[config.mk]
export PLATFORM = sky130hd
export DESIGN_NAME = line_win_3x3_flat
export DESIGN_NICKNAME = d
export VERILOG_FILES = /design/src/rtl/line_win_3x3_if.sv /design/src/rtl/line_win_3x3.sv /design/src/flat_wrapper.sv
export SDC_FILE = /design/constraint.sdc
export NUM_CORES = 1
export LEC_CHECK = 0
export CAP_MARGIN = 20
export CORE_AREA = 4 4 305 277
export DETAILED_ROUTE_END_ITERATION = 6
export DIE_AREA = 0 0 309 281
export HOLD_SLACK_MARGIN = 0.15
export SYNTH_ARGS = -nofsm -noshare
export SYNTH_HDL_FRONTEND = slang
export SYNTH_SLANG_ARGS = --single-unit
[constraint.sdc]
create_clock -name clk_i -period 14.9 [get_ports clk_i]
set_input_delay 2.98 -clock clk_i [delete_from_list [all_inputs] [get_ports clk_i]]
set_output_delay 2.98 -clock clk_i [all_outputs]
set_load 0.1 [all_outputs]
[src/rtl/line_win_3x3_if.sv]
// Column-in / window-out stream bundle for line_win_3x3.
// The slave modport is the window block; the master modport is the
// environment that supplies columns and consumes windows.
interface line_win_3x3_if #(
  parameter int PX_WIDTH = 30
);
  logic [3*PX_WIDTH-1:0] col_tdata_i;
  logic                  col_tvalid_i;
  logic                  col_tready_o;
  logic                  col_tlast_i;
  logic                  col_tuser_i;
  logic [9*PX_WIDTH-1:0] win_tdata_o;
  logic                  win_tvalid_o;
  logic                  win_tready_i;
  logic                  win_tlast_o;
  logic                  win_tuser_o;

  modport slave (
    input  col_tdata_i, col_tvalid_i, col_tlast_i, col_tuser_i, win_tready_i,
    output col_tready_o, win_tdata_o, win_tvalid_o, win_tlast_o, win_tuser_o
  );

  modport master (
    output col_tdata_i, col_tvalid_i, col_tlast_i, col_tuser_i, win_tready_i,
    input  col_tready_o, win_tdata_o, win_tvalid_o, win_tlast_o, win_tuser_o
  );
endinterface

[src/rtl/line_win_3x3.sv]
// line_win_3x3: builds one 3x3 neighbourhood window per accepted column
// of three vertically adjacent pixels, with horizontal border handling.
// Optional feature macro LINE_WIN_3X3_BORDER_REPL_EN: when defined the
// border columns replicate the edge column, otherwise they are zero.
//
// Column shift: the window emitted on an accepted column is (C, R, new),
// i.e. the left/centre/right registers after the shift L<=C, C<=R, R<=new.
// Because that window is formed directly from C, R and the incoming
// column, no separate L register is kept. On the first column of a line C
// is loaded with the left border value so the first window comes out as
// (border, first, second).
module line_win_3x3 #(
  parameter int PX_WIDTH      = 30,
  parameter int MAX_LINE_SIZE = 1920
) (
  input  logic               clk_i,
  input  logic               rst_i,
  line_win_3x3_if.slave      bus
);

  localparam int CNT_W = $clog2(MAX_LINE_SIZE + 1);
  localparam int COL_W = 3 * PX_WIDTH;
  localparam int WIN_W = 9 * PX_WIDTH;

  typedef enum logic [1:0] {
    ST_FIRST = 2'd0,
    ST_RUN   = 2'd1,
    ST_FLUSH = 2'd2
  } state_t;

  state_t             state_r;
  state_t             state_nxt_s;
  logic [COL_W-1:0]   c_r;
  logic [COL_W-1:0]   r_r;
  logic [CNT_W-1:0]   cnt_r;
  logic               pend_user_r;
  logic [WIN_W-1:0]   win_data_r;
  logic               win_valid_r;
  logic               win_last_r;
  logic               win_user_r;

  logic               load_en_s;
  logic               col_tready_s;
  logic               accept_s;
  logic               emit_s;
  logic [WIN_W-1:0]   win_nxt_s;
  logic               last_nxt_s;

  // Border column used outside the line edges.
  function automatic logic [COL_W-1:0] border_col(input logic [COL_W-1:0] edge_col);
`ifdef LINE_WIN_3X3_BORDER_REPL_EN
    return edge_col;
`else
    return {COL_W{1'b0}} & edge_col & {COL_W{1'b0}};
`endif
  endfunction

  // Assemble a window: element (row,col) at [(row*3+col)*PX_WIDTH +: PX_WIDTH].
  function automatic logic [WIN_W-1:0] pack_win(input logic [COL_W-1:0] l_col,
                                                 input logic [COL_W-1:0] m_col,
                                                 input logic [COL_W-1:0] r_col);
    logic [WIN_W-1:0] w;
    w = {WIN_W{1'b0}};
    for (int row = 0; row < 3; row++) begin
      w[(row*3+0)*PX_WIDTH +: PX_WIDTH] = l_col[row*PX_WIDTH +: PX_WIDTH];
      w[(row*3+1)*PX_WIDTH +: PX_WIDTH] = m_col[row*PX_WIDTH +: PX_WIDTH];
      w[(row*3+2)*PX_WIDTH +: PX_WIDTH] = r_col[row*PX_WIDTH +: PX_WIDTH];
    end
    return w;
  endfunction

  assign load_en_s        = !win_valid_r || bus.win_tready_i;
  assign col_tready_s     = load_en_s && (state_r != ST_FLUSH);
  assign accept_s         = bus.col_tvalid_i && col_tready_s;

  assign bus.col_tready_o = col_tready_s;
  assign bus.win_tdata_o  = win_data_r;
  assign bus.win_tvalid_o = win_valid_r;
  assign bus.win_tlast_o  = win_last_r;
  assign bus.win_tuser_o  = win_user_r;

  // State register.
  always_ff @(posedge clk_i or posedge rst_i) begin
    if (rst_i) begin
      state_r <= ST_FIRST;
    end else begin
      state_r <= state_nxt_s;
    end
  end

  // Next state and the window to present when the output register loads.
  always_comb begin
    state_nxt_s = state_r;
    emit_s      = 1'b0;
    win_nxt_s   = {WIN_W{1'b0}};
    last_nxt_s  = 1'b0;
    case (state_r)
      ST_FIRST: begin
        if (accept_s) begin
          state_nxt_s = bus.col_tlast_i ? ST_FLUSH : ST_RUN;
        end else begin
          state_nxt_s = ST_FIRST;
        end
      end
      ST_RUN: begin
        if (accept_s) begin
          emit_s      = 1'b1;
          win_nxt_s   = pack_win(c_r, r_r, bus.col_tdata_i);
          state_nxt_s = bus.col_tlast_i ? ST_FLUSH : ST_RUN;
        end else begin
          state_nxt_s = ST_RUN;
        end
      end
      ST_FLUSH: begin
        if (load_en_s) begin
          emit_s      = 1'b1;
          win_nxt_s   = pack_win(c_r, r_r, border_col(r_r));
          last_nxt_s  = 1'b1;
          state_nxt_s = ST_FIRST;
        end else begin
          state_nxt_s = ST_FLUSH;
        end
      end
      default: begin
        state_nxt_s = ST_FIRST;
      end
    endcase
  end

  // Column registers, line counter, pending start-of-frame flag.
  always_ff @(posedge clk_i or posedge rst_i) begin
    if (rst_i) begin
      c_r         <= {COL_W{1'b0}};
      r_r         <= {COL_W{1'b0}};
      cnt_r       <= {CNT_W{1'b0}};
      pend_user_r <= 1'b0;
    end else begin
      if (accept_s && (state_r == ST_FIRST)) begin
        c_r         <= border_col(bus.col_tdata_i);
        r_r         <= bus.col_tdata_i;
        cnt_r       <= CNT_W'(1);
        pend_user_r <= bus.col_tuser_i;
      end else if (accept_s) begin
        c_r <= r_r;
        r_r <= bus.col_tdata_i;
        if (cnt_r < CNT_W'(MAX_LINE_SIZE)) begin
          cnt_r <= cnt_r + CNT_W'(1);
        end
      end else if (state_r == ST_FIRST) begin
        cnt_r <= {CNT_W{1'b0}};
      end
      // The flag rides on the first window of the line only.
      if (emit_s) begin
        pend_user_r <= 1'b0;
      end
    end
  end

  // Output window register; holds while the consumer stalls.
  always_ff @(posedge clk_i or posedge rst_i) begin
    if (rst_i) begin
      win_data_r  <= {WIN_W{1'b0}};
      win_valid_r <= 1'b0;
      win_last_r  <= 1'b0;
      win_user_r  <= 1'b0;
    end else if (load_en_s) begin
      win_valid_r <= emit_s;
      if (emit_s) begin
        win_data_r <= win_nxt_s;
        win_last_r <= last_nxt_s;
        win_user_r <= pend_user_r;
      end
    end
  end

endmodule

[src/flat_wrapper.sv]
// flat-port wrapper written by rule: the top's interface ports become plain ports
module line_win_3x3_flat 
#(
  parameter int PX_WIDTH      = 30,
  parameter int MAX_LINE_SIZE = 1920
)
  (clk_i, rst_i, bus_col_tdata_i, bus_col_tvalid_i, bus_col_tlast_i, bus_col_tuser_i, bus_win_tready_i, bus_col_tready_o, bus_win_tdata_o, bus_win_tvalid_o, bus_win_tlast_o, bus_win_tuser_o);
  line_win_3x3_if #(.PX_WIDTH(PX_WIDTH)) bus_i ();
  input  logic clk_i;
  input  logic rst_i;
  input wire logic [$bits(bus_i.col_tdata_i)-1:0] bus_col_tdata_i;
  input wire logic [$bits(bus_i.col_tvalid_i)-1:0] bus_col_tvalid_i;
  input wire logic [$bits(bus_i.col_tlast_i)-1:0] bus_col_tlast_i;
  input wire logic [$bits(bus_i.col_tuser_i)-1:0] bus_col_tuser_i;
  input wire logic [$bits(bus_i.win_tready_i)-1:0] bus_win_tready_i;
  output wire logic [$bits(bus_i.col_tready_o)-1:0] bus_col_tready_o;
  output wire logic [$bits(bus_i.win_tdata_o)-1:0] bus_win_tdata_o;
  output wire logic [$bits(bus_i.win_tvalid_o)-1:0] bus_win_tvalid_o;
  output wire logic [$bits(bus_i.win_tlast_o)-1:0] bus_win_tlast_o;
  output wire logic [$bits(bus_i.win_tuser_o)-1:0] bus_win_tuser_o;
  assign bus_i.col_tdata_i = bus_col_tdata_i;
  assign bus_i.col_tvalid_i = bus_col_tvalid_i;
  assign bus_i.col_tlast_i = bus_col_tlast_i;
  assign bus_i.col_tuser_i = bus_col_tuser_i;
  assign bus_i.win_tready_i = bus_win_tready_i;
  assign bus_col_tready_o = bus_i.col_tready_o;
  assign bus_win_tdata_o = bus_i.win_tdata_o;
  assign bus_win_tvalid_o = bus_i.win_tvalid_o;
  assign bus_win_tlast_o = bus_i.win_tlast_o;
  assign bus_win_tuser_o = bus_i.win_tuser_o;
  line_win_3x3 #(.PX_WIDTH(PX_WIDTH), .MAX_LINE_SIZE(MAX_LINE_SIZE)) u_core (.clk_i(clk_i), .rst_i(rst_i), .bus(bus_i));
endmodule
* After elaboration in Yosys (flattened, before gate mapping)
Cells that the tools add are included.
Storage, ports and cells: register bits after elaboration 456, input bits 96, output and inout bits 274, logic and storage cells 37
Operators by class: eq/ne operators 3, multiplexer cells 17, reduce and logical (&&, ||, !) cells 9
Operators with widths (count):
- $pmux 270 s2 | 1
- $mux 90 | 4
- $mux 270 | 1
- $mux 2 | 4
- $pmux 2 s3 | 1
- $mux 1 | 5
- $reduce_bool 2->1 | 2
- $logic_and 1x1->1 | 3
- $eq 2x1->1 const B | 1
- $eq 2x2->1 const B | 1
- $logic_not 2->1 | 1
- $ne 2x2->1 const B | 1
- $pmux 1 s2 | 1
- $reduce_and 2->1 | 1
- $logic_not 1->1 | 1
- $logic_or 1x1->1 | 1

* Logic depth before layout (Yosys ltp)
Gate-level depths: netlist (run 1).
depth after elaboration 7, mapped depth 8, gate-level depth less buffers 5

* Worst setup path before layout (run 1)
OpenSTA, ideal clock, no wires.
kind input-to-output, from input port bus_win_tready_i, to output port bus_col_tready_o, data arrival time 4.636 ns, data required time 11.920 ns, slack 7.284 ns, stages on the path 4, buffers on the path 2, cells stage by stage nor2b_1 buf_2 buf_1 nor2_1
On the way: longest elaborated chain between the ends 2
RTL lines:
- start: declaration | line flat_wrapper.sv:15 | input wire logic [$bits(bus_i.win_tready_i)-1:0] bus_win_tready_i;
- $logic_or 1x1->1 | line line_win_3x3.sv:72 | assign load_en_s = !win_valid_r || bus.win_tready_i;
- $logic_and 1x1->1 | line line_win_3x3.sv:73 | assign col_tready_s = load_en_s && (state_r != ST_FLUSH);
- end: declaration | line flat_wrapper.sv:16 | output wire logic [$bits(bus_i.col_tready_o)-1:0] bus_col_tready_o;
Every way passes these cells.

* Worst setup path in the final report (run 1)
Ends and elaborated chain as after synthesis.

==> metrics, run 1 <==
Layout area overhead 32.87%; Synthesized Nets 1,425; Crit Path Max Fanout 43; via count 12,290; Yosys cell types 29; # setup viols final 0; initial antenna violation count 2; Slew Limit Fails 0; ratio of cells with drive above 1 in the final layout 0.3363; post-placement cell count 2,652; # fillers 8,041; Final Non-Filler Cells 2,747; Die W 309 um; cell count after synthesis 1,325; Seq cells post-synth 456; Vias per Instance 4.474; post-CTS resize count 0; most frequent cells after synthesis 456 x dfrtp_1, 182 x mux2_2, 179 x mux2_4; routed len/inst 20.46 um; clock latency on the worst-skew pair 0.59 ns; first-pass GRT wire length 85.60 mm; Hold Vio Cnt, Final 0; final cell utilization of the core 0.3185; top post-synthesis cells by area dfrtp_1 59%, mux2_4 14%, mux2_2 11%, a31o_2 4.1%, a21boi_0 3.5%; DP Wirelength 35.66 mm; slew margin rel. 0.09533; fin crit share 0.5594; Arr. time, crit path 5.36 ns; unrepaired setup endpoints after global routing no; CP startpoint kind primary input; vias in the first global route 13,360; RD Place Congestion 0.7944; clock skew 0.01155 ns; grt ovf 0; PortBufs 369; H-tree Lvls 2; Post-CTS Hold Fix Bufs 0; Least-Margin Pin Slew 1.357 ns; Post-synth EDFFs 0; WL final 56.22 mm; CTS clk-pin slew, worst paths 0.07 ns; TritonCTS clock tree built; total core area 81,010 um2; initial core utilization 0.2397; critical path class primary input to output port; First-pass DRT Iterations 5; Max-Cap Viols 0; most frequent cell after synthesis dfrtp_1; Async S/R FF share, synth 1.000; register area share after synthesis 0.5877; pin count of the biggest net entering global routing 159; die area 86,830 um2; Num Clock Sinks 456; crit end category output port; deepest clock path buffer count 3; Initial DRC Count 603; run status completed; Routed Antenna Nets 0; Fmax achieved 120.0 MHz; Final min period 8.335 ns; Post-Syn Area 19,420 um2; Main synth FF type dfrtp_1; DRC Markers 0; Synth Area per Inst 14.65 um2; Critical Path RT 11.92 ns; yosys warns 0; post-synth top area share 0.5877; setup repair bufs after CTS 0; Clock Tree Root clkbuf_16; FP Rows 99; largest area contributor in the netlist dfrtp_1; Ports 370; Die Ht 281 um; All-Layer GR Usage 0.1263; Setup TNS 0 ns; Nets 1,746; Num CTS Buffers 52; worst hold-check path type flip-flop to flip-flop
==> routing by layer <==
layer	global-route usage	vias to the layer above	share of wire
li1	-	5448	-
met1	0.1650	6407	0.44
met2	0.2045	351	0.47
met3	0.03353	85	0.063
met4	0.04018	0	0.027
met5	0	-	0
==> registers in the layout (all words and copies together) (netlist names) <==
register,flops
u_core.r_r,90
u_core.bus.win_tdata_o,270
u_core.bus.win_tvalid_o,1
u_core.bus.win_tlast_o,1
u_core.bus.win_tuser_o,1
u_core.state_r,2
u_core.pend_user_r,1
u_core.c_r,90
==> logic make-up (layout without fill, tap and decap cells) <==
kind of cell,count (synthesis),after routing,synth area share
and+or+nand+nor,190,190,0.04910
DFF,456,456,0.5877
other,0,1,0
AOI/OAI and AO/OA,189,189,0.07926
muxes,361,361,0.2440
buffers and inverters,125,486,0.03744
adders and majority gates,4,4,0.002578
==> cells in the final DEF (no fill, tap or decap) <==
cell type | netlist | layout
a2111oi_2 | 1 | 1
a211oi_1 | 1 | 1
a21boi_0 | 90 | 90
a21oi_1 | 2 | 2
a31o_2 | 90 | 90
a31oi_1 | 1 | 1
a32o_1 | 1 | 1
and2_1 | 2 | 1
and2_4 | 0 | 1
buf_12 | 0 | 3
buf_16 | 0 | 1
buf_4 | 2 | 18
bufinv_16 | 0 | 8
clkbuf_1 | 60 | 10
clkbuf_16 | 0 | 53
clkbuf_8 | 0 | 9
clkdlybuf4s50_1 | 0 | 366
clkinv_2 | 0 | 9
clkinvlp_4 | 0 | 2
dfrtp_1 | 456 | 456
diode_2 | 0 | 1
ha_1 | 4 | 2
ha_4 | 0 | 2
inv_1 | 3 | 2
inv_4 | 0 | 1
inv_6 | 0 | 3
inv_8 | 0 | 1
mux2_2 | 182 | 182
mux2_4 | 179 | 179
nand2_1 | 2 | 2
nand2b_4 | 0 | 1
nand3_1 | 90 | 90
nor2_1 | 3 | 3
nor2b_4 | 0 | 2
nor3_1 | 90 | 90
o2111ai_1 | 1 | 1
o211a_4 | 0 | 1
o211ai_1 | 1 | 1
==> cell type report <==
type / instances / area (um2) / area share
antenna: 1 / 2.502 / 0.00009699
clock buffer: 72 / 1488 / 0.05766
clock inverter: 22 / 330.3 / 0.01280
inverter: 4 / 21.27 / 0.0008244
multi-input combinational: 744 / 7335 / 0.2843
sequential: 456 / 11410 / 0.4423
tap: 1060 / 1326 / 0.05141
timing repair buffer: 388 / 3886 / 0.1506
==> path summary, 6_finish.rpt <==
kind	startpoint	slack, ns	endpoint	cells past startpoint
max	bus_win_tready_i	6.56	bus_col_tready_o	5
max reg2reg	u_core.state_r[0]	11.21	u_core.r_r[84]	7
min	u_core.c_r[59]	0.50	u_core.bus.win_tdata_o[119]	1
max in group asynchronous	rst_i	10.10	u_core.c_r[71]	4
min in group asynchronous	rst_i	2.72	u_core.bus.win_tdata_o[28]	2
min reg2reg	u_core.c_r[59]	0.50	u_core.bus.win_tdata_o[119]	1
==> through the flow <==
| stage | cell area, um2 | hold WS, ns | setup slack, ns |
|---|---|---|---|
| final | 25800 | 0.4950 | 6.565 |
| after detailed placement | 23980 | 0.4866 | 6.500 |
| after global placement | 23950 | 0.4798 | 6.471 |
| after CTS | 25800 | 0.4912 | 6.500 |
| after global routing | 25800 | 0.5045 | 6.501 |
| after floorplan | 19420 | 0.4727 | 5.751 |
==> worst max-delay path, cell delays in order <==
cell and delay [ns]:
clkdlybuf4s50_1 0.55, nor2b_4 0.05, buf_4 0.28, nor2_1 0.23, clkdlybuf4s50_1 1.22
Power of run 1 is not shown: default switching activity piles up to over one toggle a cycle in this logic, so the estimate is an artifact.
==> inputs of run 2 (changes only) <==
==> constraint.sdc (replaced) <==
create_clock -name clk_i -period 8.4 [get_ports clk_i]
set_input_delay 1.68 -clock clk_i [delete_from_list [all_inputs] [get_ports clk_i]]
set_output_delay 1.68 -clock clk_i [all_outputs]
set_load 0.1 [all_outputs]
==> run 2 against run 1 <==
Against the previous run: final cell count barely moved; routed wire length rose by 0.24%; sequential cell count did not move; utilization fell by 0.071 points; clock skew rose by 0.0041 ns; cell area fell by 0.22%; critical path type unchanged; highest routed layer is now met5.
==> metrics, run 2 (synthesis results as in run 1) <==
run status completed; CTS clk-pin slew, worst paths 0.06 ns (about the same); WL met1 24.82 mm (+0.66%); crit end category output port; Ant. Diodes 0 (-1); fin crit share 0.6709; Top Layer Used met5; First-pass DRT Iterations 5 (unchanged); Max-Cap Viols 0 (unchanged); CP startpoint kind primary input; Die W 309 um (unchanged); Slew Limit Fails 0 (unchanged); initial antenna violation count 3 (+1); deepest clock path buffer count 3 (unchanged); initial core utilization 0.2397 (unchanged); WL final 56.35 mm (+0.24%); RD Place Congestion 0.7995 (+0.64%); Die Ht 281 um (unchanged); Ports 370 (unchanged); via count 12,340 (+0.41%); Final min period 5.635 ns; total core area 81,010 um2 (unchanged); die area 86,830 um2 (unchanged); slew margin rel. 0.2352 (+0.1399); Final WS setup 2.765 ns (-3.800 ns); Vias per Instance 4.496 (+0.49%); # fillers 8,044 (+0.037%); Nets 1,746 (unchanged); Num CTS Buffers 51 (-1.9%); ratio of cells with drive above 1 in the final layout 0.3365 (about the same); HP Start u_core.c_r[16]; DRC Markers 0 (unchanged); reg2reg start u_core.state_r[1]; setup repair bufs after CTS 0 (unchanged); most common cell after layout, fill and taps aside dfrtp_1; max reg flops 270 (unchanged); DP Wirelength 35.70 mm (+0.13%); Setup TNS 0 ns (unchanged); commonest cells after routing, fill and taps aside 456 x dfrtp_1, 367 x clkdlybuf4s50_1, 182 x mux2_2; Initial DRC Count 623 (+3.3%); CP Launch Point bus_win_tready_i; Num Clock Sinks 456 (unchanged); H-tree Lvls 2 (unchanged); # setup viols final 0 (unchanged); Arr. time, crit path 3.96 ns (-1.40 ns); Routed Antenna Nets 0 (unchanged); Fmax achieved 177.5 MHz; PortBufs 369 (unchanged); Crit Path Max Fanout 14 (-67%); All-Layer GR Usage 0.1268 (+0.0005054); first-pass GRT wire length 86.23 mm (+0.73%); pin count of the biggest net entering global routing 162 (+1.9%); met3 WL post-DR 3.524 mm (-0.68%); clock skew 0.01569 ns (+0.004147 ns); Post-CTS Hold Fix Bufs 0 (unchanged); TritonCTS clock tree built; FP Rows 99 (unchanged); clock latency on the worst-skew pair 0.58 ns (about the same); Least-Margin Pin Slew 1.144 ns (-0.2134 ns); unrepaired setup endpoints after global routing no; Layout area overhead 32.57%; worst hold-check path type flip-flop to flip-flop; post-CTS resize count 0 (unchanged); routed len/inst 20.53 um (+0.31%); Hold Vio Cnt, Final 0 (unchanged); Clock Tree Root clkbuf_16; grt ovf 0 (unchanged); DP Worst Slack 2.653 ns (-3.847 ns); vias in the first global route 13,430 (+0.52%); Critical Path RT 6.72 ns (-5.20 ns); critical path class primary input to output port; met2 WL 26.68 mm (+0.68%)
run 2: critical path, cell delays in order:
cell             delay, ns
clkdlybuf4s50_1       0.56
nor2b_4               0.12
nor2_1                0.36
clkdlybuf4s50_1       1.22
run 2: metrics by stage:
| step | util | std cells | hold WS, ns | instance area (um2) |
|---|---|---|---|---|
| 4_1_cts | 0.3178 | 2745 | 0.4975 | 25740 |
| 3_3_place_gp | 0.2961 | 2652 | 0.4794 | 23990 |
| 6_report | 0.3178 | 2745 | 0.4956 | 25740 |
| 2_1_floorplan | - | 1325 | 0.4727 | 19420 |
| 3_5_place_dp | 0.2964 | 2653 | 0.4826 | 24010 |
| 5_1_grt | 0.3178 | 2745 | 0.5100 | 25740 |
run 2: path summary, 6_finish.rpt:
check | slack [ns] | end | cells past startpoint
worst max register to register | 5.02 | u_core.bus.win_tuser_o | 6
worst min register to register | 0.50 | u_core.bus.win_tdata_o[16] | 1
min in group asynchronous | 1.44 | u_core.c_r[25] | 2
worst min-delay path | 0.50 | u_core.bus.win_tdata_o[16] | 1
max in group asynchronous | 5.17 | u_core.bus.win_tdata_o[224] | 4
worst max-delay path | 2.76 | bus_col_tready_o | 4
run 2: final cells by class:
cell class	count	area (um2)	area share
clock buffers	76	1563	0.06071
clock inverters	16	165.2	0.006416
inverters	4	21.27	0.0008263
multi-input cells	744	7335	0.2849
flip-flops and latches	456	11410	0.4433
well taps	1060	1326	0.05152
repair buffers	389	3921	0.1523
run 2: routing by layer:
layer	track usage	up-vias
met5	0	-
met4	0.03432	2
met3	0.03474	94
met2	0.2067	312
met1	0.1663	6465
li1	-	5469
Power of run 2 is left out for the same reason.
==> inputs of run 3 (changes only) <==
==> constraint.sdc (replaced) <==
create_clock -name clk_i -period 5.2 [get_ports clk_i]
set_input_delay 1.04 -clock clk_i [delete_from_list [all_inputs] [get_ports clk_i]]
set_output_delay 1.04 -clock clk_i [all_outputs]
set_load 0.1 [all_outputs]
==> run 3 against run 2 <==
Against the previous run: die area stayed put; sequential share of layout area is 0.50 points lower; clock skew is 0.0030 ns higher; routed wire length hardly changed; hold slack better by 0.0039 ns; final cell count is 0.51% higher; first-iteration DRC count is 15% higher; global-route usage is 0.16 points lower; largest cell class unchanged; highest routed layer unchanged.
==> metrics, run 3 (synthesis results as in run 1) <==
run status completed; DP Wirelength 36.31 mm (+1.7%); unrepaired setup endpoints after global routing no; Num Clock Sinks 456 (unchanged); CTS clk-pin slew, worst paths 0.06 ns (about the same); Arr. time, crit path 2.89 ns (-1.07 ns); Routed Antenna Nets 0 (unchanged); via count 12,380 (+0.32%); Fmax achieved 254.7 MHz; CP startpoint kind flip-flop; Final Non-Filler Cells 2,759 (+0.51%); DRC Markers 0 (unchanged); Initial DRC Count 717 (+15%); Slew Limit Fails 0 (unchanged); WL final 56.34 mm (about the same); Layout area overhead 34.10%; Final min period 3.927 ns; Cell Area, Placed 24,100 um2 (+0.38%); # setup viols final 0 (unchanged); Nets 1,756 (+0.57%); initial antenna violation count 4 (+1); Hold Vio Cnt, Final 0 (unchanged); FP Rows 99 (unchanged); TritonCTS clock tree built; Die Ht 281 um (unchanged); initial core utilization 0.2397 (unchanged); Clock Tree Root clkbuf_16; Num CTS Buffers 52 (+2.0%); grt ovf 0 (unchanged); routed len/inst 20.42 um (-0.52%); critical path class flip-flop to output port; Crit Path Max Fanout 53 (+39); first-pass GRT wire length 85.00 mm (-1.4%); Max-Cap Viols 0 (unchanged); Ports 370 (unchanged); Critical Path RT 4.16 ns (-2.56 ns); Least-Margin Pin Slew 1.106 ns (-0.03813 ns); worst hold-check path type flip-flop to flip-flop; First-pass DRT Iterations 6 (+1); Post-CTS Hold Fix Bufs 0 (unchanged); Final Cell Area 26,040 um2 (+1.2%); PortBufs 369 (unchanged); vias in the first global route 13,230 (-1.4%); setup repair bufs after CTS 0 (unchanged); ratio of cells with drive above 1 in the final layout 0.3433 (+0.006847); commonest cells after routing, fill and taps aside 456 x dfrtp_1, 365 x clkdlybuf4s50_1, 182 x mux2_2; H-tree Lvls 2 (unchanged); crit end category output port; clock skew 0.01869 ns (+0.002993 ns); post-CTS resize count 0 (unchanged); Vias per Instance 4.487 (-0.19%); clock latency on the worst-skew pair 0.58 ns (about the same); Die W 309 um (unchanged); most common cell after layout, fill and taps aside dfrtp_1; Setup TNS 0 ns (unchanged); pin count of the biggest net entering global routing 127 (-22%); deepest clock path buffer count 3 (unchanged); die area 86,830 um2 (unchanged); total core area 81,010 um2 (unchanged); post-placement cell count 2,660 (+0.26%); max reg flops 270 (unchanged); fin crit share 0.7551; All-Layer GR Usage 0.1252 (-0.001570); slew margin rel. 0.2607 (+0.02550); # fillers 8,012 (-0.40%); RD Place Congestion 0.7738 (-3.2%)
run 3: changes by cell type in the layout (fill, tap and decap cells not counted), sizes merged:
cell and delta:
buf +11, bufinv +5, clkinv -3, clkdlybuf4s50 -2, clkbuf +1, diode +1
inv +1
run 3: through the flow:
stage	util	hold WS [ns]	worst slack [ns]
after detailed placement	0.2975	0.4858	1.257
after global routing	0.3214	0.5066	1.101
after CTS	0.3208	0.4948	1.194
after global placement	0.2975	0.4791	1.313
final	0.3214	0.4994	1.273
after floorplan	-	0.4727	-2.009
run 3: area by class of cell:
class	count	area [um2]	area share
clock buffer	77	1587	0.06093
timing repair buffer	398	4059	0.1559
sequential	456	11410	0.4382
inverter	4	21.27	0.0008169
clock inverter	19	297.8	0.01144
tap	1060	1326	0.05093
multi-input combinational	744	7335	0.2817
antenna	1	2.502	0.00009610
run 3: routing by layer:
metal | track usage | part of all wire
met5 | 0 | 0.00023
met1 | 0.1648 | 0.44
met4 | 0.03564 | 0.023
met2 | 0.2063 | 0.48
met3 | 0.02954 | 0.058
run 3: final timing paths:
check	to	slack (ns)	from	cells past startpoint
min	u_core.bus.win_tdata_o[118]	0.50	u_core.c_r[58]	1
max reg2reg	u_core.r_r[3]	2.44	u_core.state_r[0]	6
min in group asynchronous	u_core.c_r[29]	0.99	rst_i	2
max	bus_col_tready_o	1.27	u_core.state_r[0]	5
max in group asynchronous	u_core.bus.win_tdata_o[248]	3.05	rst_i	3
min reg2reg	u_core.bus.win_tdata_o[118]	0.50	u_core.c_r[58]	1
run 3: critical path, cell delays in order (launching register included):
cell and delay [ns]:
dfrtp_1 0.43, inv_1 0.14, ha_4 0.69, buf_4 0.63
nor2_1 0.11, buf_4 0.26
Power of run 3 is left out for the same reason.
